**config.mk**
```make
export PLATFORM = sky130hd
export DESIGN_NAME = uart_pkt_tx_flat
export DESIGN_NICKNAME = d
export VERILOG_FILES = /design/src/rtl/uart_pkt_tx_if.sv /design/src/rtl/uart_pkt_tx.sv /design/src/flat_wrapper.sv
export SDC_FILE = /design/constraint.sdc
export NUM_CORES = 1
export LEC_CHECK = 0
export CORE_MARGIN = 3
export CORE_UTILIZATION = 40
export CTS_CLUSTER_SIZE = 20
export DETAILED_ROUTE_END_ITERATION = 16
export GPL_ROUTABILITY_DRIVEN = 0
export GPL_TIMING_DRIVEN = 0
export PLACE_DENSITY_LB_ADDON = 0.05
export SYNTH_ARGS = -nofsm -noshare
export SYNTH_HDL_FRONTEND = slang
export SYNTH_SLANG_ARGS = --single-unit
```
**constraint.sdc**
```tcl
create_clock -name sys_clk -period 1.8 [get_ports sys_clk]
set_input_delay 0.27 -clock sys_clk [delete_from_list [all_inputs] [get_ports sys_clk]]
set_output_delay 0.27 -clock sys_clk [all_outputs]
set_load 0.1 [all_outputs]
```
**src/rtl/uart_pkt_tx_if.sv**
```systemverilog
// Payload handshake between a packet source and uart_pkt_tx.
interface uart_pkt_tx_if;
  logic        pkt_valid;
  logic        pkt_ready;
  logic [7:0]  data_a;
  logic [7:0]  data_d;
  logic [15:0] data_b;
  logic [15:0] data_c;

  modport master (
    output pkt_valid, data_a, data_d, data_b, data_c,
    input  pkt_ready
  );

  modport slave (
    input  pkt_valid, data_a, data_d, data_b, data_c,
    output pkt_ready
  );
endinterface

```
**src/rtl/uart_pkt_tx.sv**
```systemverilog
// Serialises one 6-byte payload as an 8-byte 8N1 UART packet: AA, payload, 55.
module uart_pkt_tx #(
  parameter int unsigned CLK_FREQ = 100_000_000,
  parameter int unsigned UART_BPS = 115200
) (
  input  logic         sys_clk,
  input  logic         sys_rst,
  uart_pkt_tx_if.slave pkt_if,
  output logic         uart_txd,
  output logic         tx_busy,
  output logic         pkt_done
);

  localparam int unsigned BAUD_CNT = CLK_FREQ / UART_BPS;
  localparam int unsigned CNT_W    = (BAUD_CNT > 2) ? $clog2(BAUD_CNT) : 1;
  localparam logic [CNT_W-1:0] CNT_MAX = CNT_W'(BAUD_CNT - 1);
  localparam logic [7:0] HDR_BYTE  = 8'hAA;
  localparam logic [7:0] TAIL_BYTE = 8'h55;

  if (BAUD_CNT < 2) begin : g_baud_check
    $error("uart_pkt_tx: BAUD_CNT must be at least 2");
  end

  typedef enum logic [1:0] {
    ST_IDLE  = 2'd0,
    ST_START = 2'd1,
    ST_DATA  = 2'd2,
    ST_STOP  = 2'd3
  } state_t;

  state_t           state_q;
  logic [63:0]      shreg_q;   // byte 0 in bits [7:0], shifted out LSB first
  logic [CNT_W-1:0] cnt_q;
  logic [2:0]       byte_q;
  logic [2:0]       bit_q;
  logic             txd_q;
  logic             ready_q;
  logic             busy_q;
  logic             done_q;

  logic accept_c;
  logic bit_end_c;

  assign accept_c  = pkt_if.pkt_valid && ready_q;
  assign bit_end_c = (cnt_q == CNT_MAX);

  assign uart_txd         = txd_q;
  assign tx_busy          = busy_q;
  assign pkt_done         = done_q;
  assign pkt_if.pkt_ready = ready_q;

  // Packet FSM: latch on acceptance, then walk start/data/stop for all 8 bytes.
  always_ff @(posedge sys_clk) begin
    if (sys_rst) begin
      state_q <= ST_IDLE;
      shreg_q <= '0;
      cnt_q   <= '0;
      byte_q  <= '0;
      bit_q   <= '0;
      txd_q   <= 1'b1;
      ready_q <= 1'b1;
      busy_q  <= 1'b0;
      done_q  <= 1'b0;
    end else begin
      done_q <= 1'b0;
      case (state_q)
        ST_IDLE: begin
          if (accept_c) begin
            shreg_q <= {TAIL_BYTE, pkt_if.data_c[15:8], pkt_if.data_c[7:0],
                        pkt_if.data_b[15:8], pkt_if.data_b[7:0],
                        pkt_if.data_d, pkt_if.data_a, HDR_BYTE};
            state_q <= ST_START;
            cnt_q   <= '0;
            byte_q  <= '0;
            bit_q   <= '0;
            txd_q   <= 1'b0;
            ready_q <= 1'b0;
            busy_q  <= 1'b1;
          end
        end

        ST_START: begin
          if (bit_end_c) begin
            cnt_q   <= '0;
            bit_q   <= '0;
            state_q <= ST_DATA;
            txd_q   <= shreg_q[0];
            shreg_q <= shreg_q >> 1;
          end else begin
            cnt_q <= cnt_q + CNT_W'(1);
          end
        end

        ST_DATA: begin
          if (bit_end_c) begin
            cnt_q <= '0;
            if (bit_q == 3'd7) begin
              state_q <= ST_STOP;
              txd_q   <= 1'b1;
            end else begin
              bit_q   <= bit_q + 3'd1;
              txd_q   <= shreg_q[0];
              shreg_q <= shreg_q >> 1;
            end
          end else begin
            cnt_q <= cnt_q + CNT_W'(1);
          end
        end

        ST_STOP: begin
          if (bit_end_c) begin
            cnt_q <= '0;
            if (byte_q == 3'd7) begin
              state_q <= ST_IDLE;
              byte_q  <= '0;
              txd_q   <= 1'b1;
              ready_q <= 1'b1;
              busy_q  <= 1'b0;
              done_q  <= 1'b1;
            end else begin
              // Next start bit follows the stop bit directly, no idle gap.
              byte_q  <= byte_q + 3'd1;
              state_q <= ST_START;
              txd_q   <= 1'b0;
            end
          end else begin
            cnt_q <= cnt_q + CNT_W'(1);
          end
        end

        default: begin
          state_q <= ST_IDLE;
          txd_q   <= 1'b1;
          ready_q <= 1'b1;
          busy_q  <= 1'b0;
        end
      endcase
    end
  end

endmodule

```
**src/flat_wrapper.sv**
```systemverilog
// flat-port wrapper written by rule: the top's interface ports become plain ports
module uart_pkt_tx_flat 
#(
  parameter int unsigned CLK_FREQ = 100_000_000,
  parameter int unsigned UART_BPS = 115200
)
  (sys_clk, sys_rst, uart_txd, tx_busy, pkt_done, pkt_if_pkt_valid, pkt_if_data_a, pkt_if_data_d, pkt_if_data_b, pkt_if_data_c, pkt_if_pkt_ready);
  uart_pkt_tx_if pkt_if_i ();
  input  logic sys_clk;
  input  logic sys_rst;
  output logic uart_txd;
  output logic tx_busy;
  output logic pkt_done;
  input wire logic [$bits(pkt_if_i.pkt_valid)-1:0] pkt_if_pkt_valid;
  input wire logic [$bits(pkt_if_i.data_a)-1:0] pkt_if_data_a;
  input wire logic [$bits(pkt_if_i.data_d)-1:0] pkt_if_data_d;
  input wire logic [$bits(pkt_if_i.data_b)-1:0] pkt_if_data_b;
  input wire logic [$bits(pkt_if_i.data_c)-1:0] pkt_if_data_c;
  output wire logic [$bits(pkt_if_i.pkt_ready)-1:0] pkt_if_pkt_ready;
  assign pkt_if_i.pkt_valid = pkt_if_pkt_valid;
  assign pkt_if_i.data_a = pkt_if_data_a;
  assign pkt_if_i.data_d = pkt_if_data_d;
  assign pkt_if_i.data_b = pkt_if_data_b;
  assign pkt_if_i.data_c = pkt_if_data_c;
  assign pkt_if_pkt_ready = pkt_if_i.pkt_ready;
  uart_pkt_tx #(.CLK_FREQ(CLK_FREQ), .UART_BPS(UART_BPS)) u_core (.sys_clk(sys_clk), .sys_rst(sys_rst), .pkt_if(pkt_if_i), .uart_txd(uart_txd), .tx_busy(tx_busy), .pkt_done(pkt_done));
endmodule
```
* After elaboration in Yosys (flattened, before gate mapping)
Index checks and enable logic that the tools add are counted.
** Word-level totals
- Output and inout bits :: 4
- Flip-flop bits (word level) :: 86
- Bits of input ports :: 51
- Logic and storage cells :: 75
** Cells by class
- Reduce and logical (&&, ||, !) cells :: 11
- Multiplexer cells :: 37
- Eq/ne operators :: 13
- Bitwise logic cells :: 2
- Add/subtract/negate cells :: 3
** Operators with widths (count)
- $mux W64 :: 4
- $pmux W64 S3 :: 1
- $mux W10 :: 2
- $pmux W10 S2 :: 1
- $mux W3 :: 6
- $mux W1 :: 12
- $ne A2 B1 Y1 const B :: 6
- $add A10 B1 Y10 const B :: 1
- $eq A10 B10 Y1 const B :: 1
- $mux W2 :: 5
- $reduce_and A5 Y1 :: 2
- $pmux W3 S3 :: 1
- $pmux W2 S4 :: 1
- $reduce_and A4 Y1 :: 2
- $add A3 B1 Y3 const B :: 2
- $eq A3 B3 Y1 const B :: 2
- $pmux W3 S2 :: 1
- $reduce_or A3 Y1 :: 2
- $eq A2 B2 Y1 const B :: 2
- $pmux W1 S2 :: 2
- $pmux W1 S4 :: 1
- $reduce_and A3 Y1 :: 1
- $reduce_bool A3 Y1 :: 1
- $eq A2 B1 Y1 const B :: 1
- 5 further kinds :: 6

* Longest topological paths before layout
- Word-level depth :: 4
- Gate-level depth with buffers :: 8

* Worst setup path after synthesis
No wires, ideal clock.
- Path kind :: register to register
- Start :: register u_core.ready_q (netlist: u_core.pkt_if.pkt_ready)
- End :: register u_core.shreg_q[10]
- Path slack :: -0.382 ns
- Data arrival time :: 2.097 ns
- Data required time :: 1.714 ns
- Cell stages (with the launch flop) :: 7
- Path buffers :: 2
- Cells stage by stage :: dfxtp_1 -> a21bo_1 -> and2_1 -> buf_2 -> clkbuf_1 -> a21oi_1 -> a211oi_1
** Between the ends
- Cells in the longest elaborated chain, start to end :: 3
** RTL lines
- from (decl) :: RTL line uart_pkt_tx.sv:37 : logic ready_q;
- from (signal assigned) :: RTL line uart_pkt_tx.sv:61 : ready_q <= 1'b1;
- from (signal assigned) :: RTL line uart_pkt_tx.sv:77 : ready_q <= 1'b0;
- from (signal assigned) :: RTL line uart_pkt_tx.sv:117 : ready_q <= 1'b1;
- $logic_and A1 B1 Y1 :: RTL line uart_pkt_tx.sv:44 : assign accept_c = pkt_if.pkt_valid && ready_q;
- $ne A2 B1 Y1 (no source line)
- $reduce_and A5 Y1 (no source line)
- to (signal assigned) :: RTL line uart_pkt_tx.sv:69 : shreg_q <= {TAIL_BYTE, pkt_if.data_c[15:8], pkt_if.data_c[7:0],
- to (signal assigned) :: RTL line uart_pkt_tx.sv:88 : shreg_q <= shreg_q >> 1;
- to (signal assigned) :: RTL line uart_pkt_tx.sv:103 : shreg_q <= shreg_q >> 1;
- to (decl) :: RTL line uart_pkt_tx.sv:32 : logic [63:0] shreg_q;
No other way between the ends.
A chain may end at the register's enable or synchronous reset.

* Worst setup path after layout
- Start :: register u_core.bit_q[0]
- End :: register u_core.shreg_q[48]
** Between the ends
- Cells in the longest elaborated chain, start to end :: 3
** RTL lines
- from (decl) :: RTL line uart_pkt_tx.sv:35 : logic [2:0] bit_q;
- from (signal assigned) :: RTL line uart_pkt_tx.sv:101 : bit_q <= bit_q + 3'd1;
- $eq A3 B3 Y1 :: RTL line uart_pkt_tx.sv:97 : if (bit_q == 3'd7) begin
- $ne A2 B2 Y1 (no source line)
- $reduce_and A5 Y1 (no source line)
No other way between the ends.

==> impl_metrics.py <==
metrics = {
    "power": {
        "sequentialPowerShare": 0.270,
        "cell_internal_pwr_mw": 5.90,
        "switching_share": 0.424,
        "power_frac_comb": 0.604,
        "peakVddDrop_v": 0.000964,
        "power.density_nw_per_um2": 1880,
        "p_leak_nw": 1.87,
        "clock_power_share": 0.125,
        "total_power_mw": 10.3,
        "total_switching_power_mw": 4.35,
    },
    "timing": {
        "hold_violations": 0,
        "setup_ws_ps": 33.2,
        "report.final.slew_viol_count": 0,
        "max_freq_mhz": 566,
        "worst_clock_skew_ps": 14.0,
        "max-slew-margin-rel": 0.371,
        "worst_slew_pin_slew_ps": 946,
        "number_of_setup_violations_in_the_final_report": 0,
        "setup_repair_after_global_routing_missed_its_margin": "true",
        "layout_worst_path_cycle_share": 0.982,
        "finalCriticalPeriod_ps": 1770,
        "totalNegativeSetupSlack_ps": 0,
    },
    "route": {
        "routed_wl_mm": 10.1,
        "via_count": 3509,
        "drtAntennaViolNets": 0,
        "drt_iter0_drc": 154,
        "avgViaCountPerCell": 5.50,
        "first_pass_iters": 4,
        "drc_viols": 0,
        "avgRoutedWirePerCell_um": 15.8,
    },
    "cells_and_area": {
        "final_common_cell": "sky130_fd_sc_hd__dfxtp_1",
        "layout-area-overhead-vs-synth_pct": 35.3,
        "final_core_util": 0.573,
        "mostFrequentLayoutCells": "79 x sky130_fd_sc_hd__dfxtp_1, 63 x sky130_fd_sc_hd__a21oi_1, 49 x sky130_fd_sc_hd__clkdlybuf4s50_1, 48 x sky130_fd_sc_hd__mux2i_1, 37 x sky130_fd_sc_hd__a211oi_1",
        "post_route_cells_drive_above_1_share": 0.242,
        "finish.net_count": 566,
        "n_fill_cell": 912,
        "layout.cell_area.non_filler_um2": 5440,
        "antenna-diode-count": 0,
    },
    "setup_path": {
        "start_kind": "flip-flop",
        "crit_slowest_cell": "sky130_fd_sc_hd__dfxtp_2",
        "criticalPathCategory": "flip-flop to flip-flop",
        "timing.critical_path.max_delay_family": "compound AO/OA/AOI/OAI gates",
        "worstPathCellList": "ha_2, ha_4, a21oi_4, and2_4, buf_8, buf_6, buf_12, a21oi_1, a211oi_1",
        "critPathArrivalTime_ps": 2040,
        "cpPeakStageDelay_ps": 330,
        "worst-path-max-fanout": 10,
        "critPathCaptureType": "flip-flop",
        "crit_required_ps": 2080,
        "cp_num_buf_inv": 3,
    },
    "cts": {
        "cts.htree.levels": 3,
        "numCtsBuffers": 9,
        "cts_tree": "done",
        "buffers_from_clock_root_to_sink_at_most": 2,
        "root_buffer": "sky130_fd_sc_hd__clkbuf_8",
        "cts.hold.buffers_added": 0,
        "numClockSinks": 85,
        "clkSlewWorstSetupHoldPaths_ps": 90,
        "insertion_delay_ps": 350,
    },
    "grt": {
        "grt_first_pass_wirelength_mm": 16.2,
        "grt_antenna_before_repair": 0,
        "grt_overflow_total": 0,
        "pin_count_of_the_biggest_net_entering_global_routing": 14,
        "grt_util_all_layers": 0.175,
        "first_global_vias": 3303,
    },
    "worst_hold_path": {
        "timing.hold.worst.class": "flip-flop to flip-flop",
    },
    "synth": {
        "dominantRegCellSynth": "sky130_fd_sc_hd__dfxtp_1",
        "synth-async-reset-ratio": 0,
        "synth_cell_type_count": 42,
        "netlist_area_before_placement_um2": 4030,
        "post_synth_net_total": 494,
        "synth_warnings": 0,
        "netlist_instances": 433,
        "synth.yosys.seq_area_share": 0.423,
        "seq_cells_post_synth": 85,
        "synth_enable_flop_cells": 0,
        "syn_area_per_cell_um2": 9.30,
    },
    "floorplan": {
        "floorplan.die.height_um": 106,
        "die_x_um": 106,
        "coreArea_um2": 9500,
        "initial_core_util": 0.424,
        "floorplan.rows": 35,
        "fp.dieArea_um2": 11300,
        "pin_count": 55,
    },
    "placement": {
        "placed_cell_area_um2": 4720,
        "hpwl_reported_at_the_end_of_detailed_placement_mm": 6.63,
        "pre_cts_ws_ps": -516,
        "count_of_port_buffers_added_during_placement": 53,
    },
    "flow_run": {
        "maxcap_viol_count": 0,
    },
    "status": {
        "status": "finished clean",
    },
}
power by group through the flow:
stage	sequential [mW]	clock, mW	combinational [mW]
2_1_floorplan	2.93	0	3.41
4_1_cts	2.73	1.33	5.19
5_1_grt	2.84	1.39	6.74
3_3_place_gp	2.75	0	4.64
6_report	2.77	1.29	6.19
3_5_place_dp	2.76	0	4.69
stage by stage:
step | cells | hold slack, ps
after detailed placement | 615 | 461
after CTS | 631 | 475
after global placement | 615 | 452
final | 638 | 479
after floorplan | 433 | 446
after global routing | 638 | 509
cell type report:
cell class	count	area, µm²	share of cell area
Timing Repair Buffer	64	632	0.116
Inverter	12	47.5	0.00873
Tap cell	129	161	0.0296
Clock buffer	12	165	0.0303
Clock inverter	3	20.0	0.00368
Buffer	40	378	0.0694
Multi-Input combinational cell	293	2320	0.427
Sequential cell	85	1720	0.315
Yosys cell counts (2+ instances only):
| cell | n | area (µm²) |
|---|---|---|
| sky130_fd_sc_hd__o21bai_1 | 3 | 22.5 |
| sky130_fd_sc_hd__buf_2 | 13 | 65.1 |
| sky130_fd_sc_hd__o21ai_0 | 18 | 90.1 |
| sky130_fd_sc_hd__nor2_1 | 13 | 48.8 |
| sky130_fd_sc_hd__or4_1 | 2 | 15.0 |
| sky130_fd_sc_hd__nor3_1 | 5 | 25.0 |
| sky130_fd_sc_hd__xnor2_1 | 4 | 35.0 |
| sky130_fd_sc_hd__nand4_1 | 11 | 68.8 |
| sky130_fd_sc_hd__ha_1 | 10 | 125 |
| sky130_fd_sc_hd__nand2_1 | 9 | 33.8 |
| sky130_fd_sc_hd__and2_1 | 2 | 12.5 |
| sky130_fd_sc_hd__buf_4 | 7 | 52.6 |
| sky130_fd_sc_hd__nand3b_1 | 3 | 22.5 |
| sky130_fd_sc_hd__clkbuf_1 | 20 | 75.1 |
| sky130_fd_sc_hd__a211oi_1 | 52 | 390 |
| sky130_fd_sc_hd__a311oi_1 | 7 | 61.3 |
| sky130_fd_sc_hd__buf_1 | 2 | 7.51 |
| sky130_fd_sc_hd__xor2_1 | 2 | 17.5 |
| sky130_fd_sc_hd__mux2i_1 | 48 | 480 |
| sky130_fd_sc_hd__nor4b_1 | 2 | 17.5 |
| sky130_fd_sc_hd__a31o_2 | 2 | 17.5 |
| sky130_fd_sc_hd__inv_1 | 12 | 45.0 |
| sky130_fd_sc_hd__a21oi_1 | 75 | 375 |
| sky130_fd_sc_hd__dfxtp_1 | 85 | 1700 |
| sky130_fd_sc_hd__nand3_1 | 6 | 30.0 |
| sky130_fd_sc_hd__a31oi_1 | 4 | 25.0 |
state kept, by name (all words and copies together) (netlist names):
register and cells:
u_core.uart_txd 1, u_core.state_q 2, u_core.cnt_q 10, u_core.shreg_q 63, u_core.pkt_done 1, u_core.pkt_if.pkt_ready 1
u_core.tx_busy 1, u_core.bit_q 3, u_core.byte_q 3
per-layer routing:
metal / vias up / global-route usage / routed length (µm)
met5: - / 0 / 0
met4: 0 / 0.0398 / 87
met3: 10 / 0.0419 / 354
met2: 55 / 0.281 / 4870
met1: 1669 / 0.239 / 4780
li1: 1775 / - / -
worst register-to-register path: stages, from the launching register on:
cell                       delay [ps]
sky130_fd_sc_hd__dfxtp_2          330
sky130_fd_sc_hd__ha_2             190
sky130_fd_sc_hd__ha_4             180
sky130_fd_sc_hd__a21oi_4          160
sky130_fd_sc_hd__and2_4           170
sky130_fd_sc_hd__buf_8            130
sky130_fd_sc_hd__buf_6            130
sky130_fd_sc_hd__buf_12           140
sky130_fd_sc_hd__a21oi_1           70
sky130_fd_sc_hd__a211oi_1         190
worst paths after layout:
check | from | to | slack (ps) | cells past startpoint
max | u_core.bit_q[0]$_SDFFE_PP0P_ | u_core.shreg_q[48]$_SDFFE_PP0P_ | 30 | 9
min | u_core.shreg_q[59]$_SDFFE_PP0P_ | u_core.shreg_q[58]$_SDFFE_PP0P_ | 480 | 2
max reg2reg | u_core.bit_q[0]$_SDFFE_PP0P_ | u_core.shreg_q[48]$_SDFFE_PP0P_ | 30 | 9
min reg2reg | u_core.shreg_q[59]$_SDFFE_PP0P_ | u_core.shreg_q[58]$_SDFFE_PP0P_ | 480 | 2
kinds of logic after synthesis:
family | count (synthesis) | synth area share
DFF | 85 | 0.423
AOI/OAI and AO/OA | 168 | 0.262
adders and majority gates | 10 | 0.0311
muxes | 48 | 0.119
buffers and inverters | 55 | 0.0637
and+or+nand+nor | 61 | 0.0880
xor gates and xnor gates | 6 | 0.0131
what timing repair did:
| action | 4_1_cts | 5_1_grt |
|---|---|---|
| setup endpoints to repair | 87 | 81 |
| pin swaps | 2 | 20 |
| buffers inserted | 1 | 9 |
| resized for setup | 65 | 81 |
| gates cloned | 0 | 1 |
(Power assumes the default switching activity.)
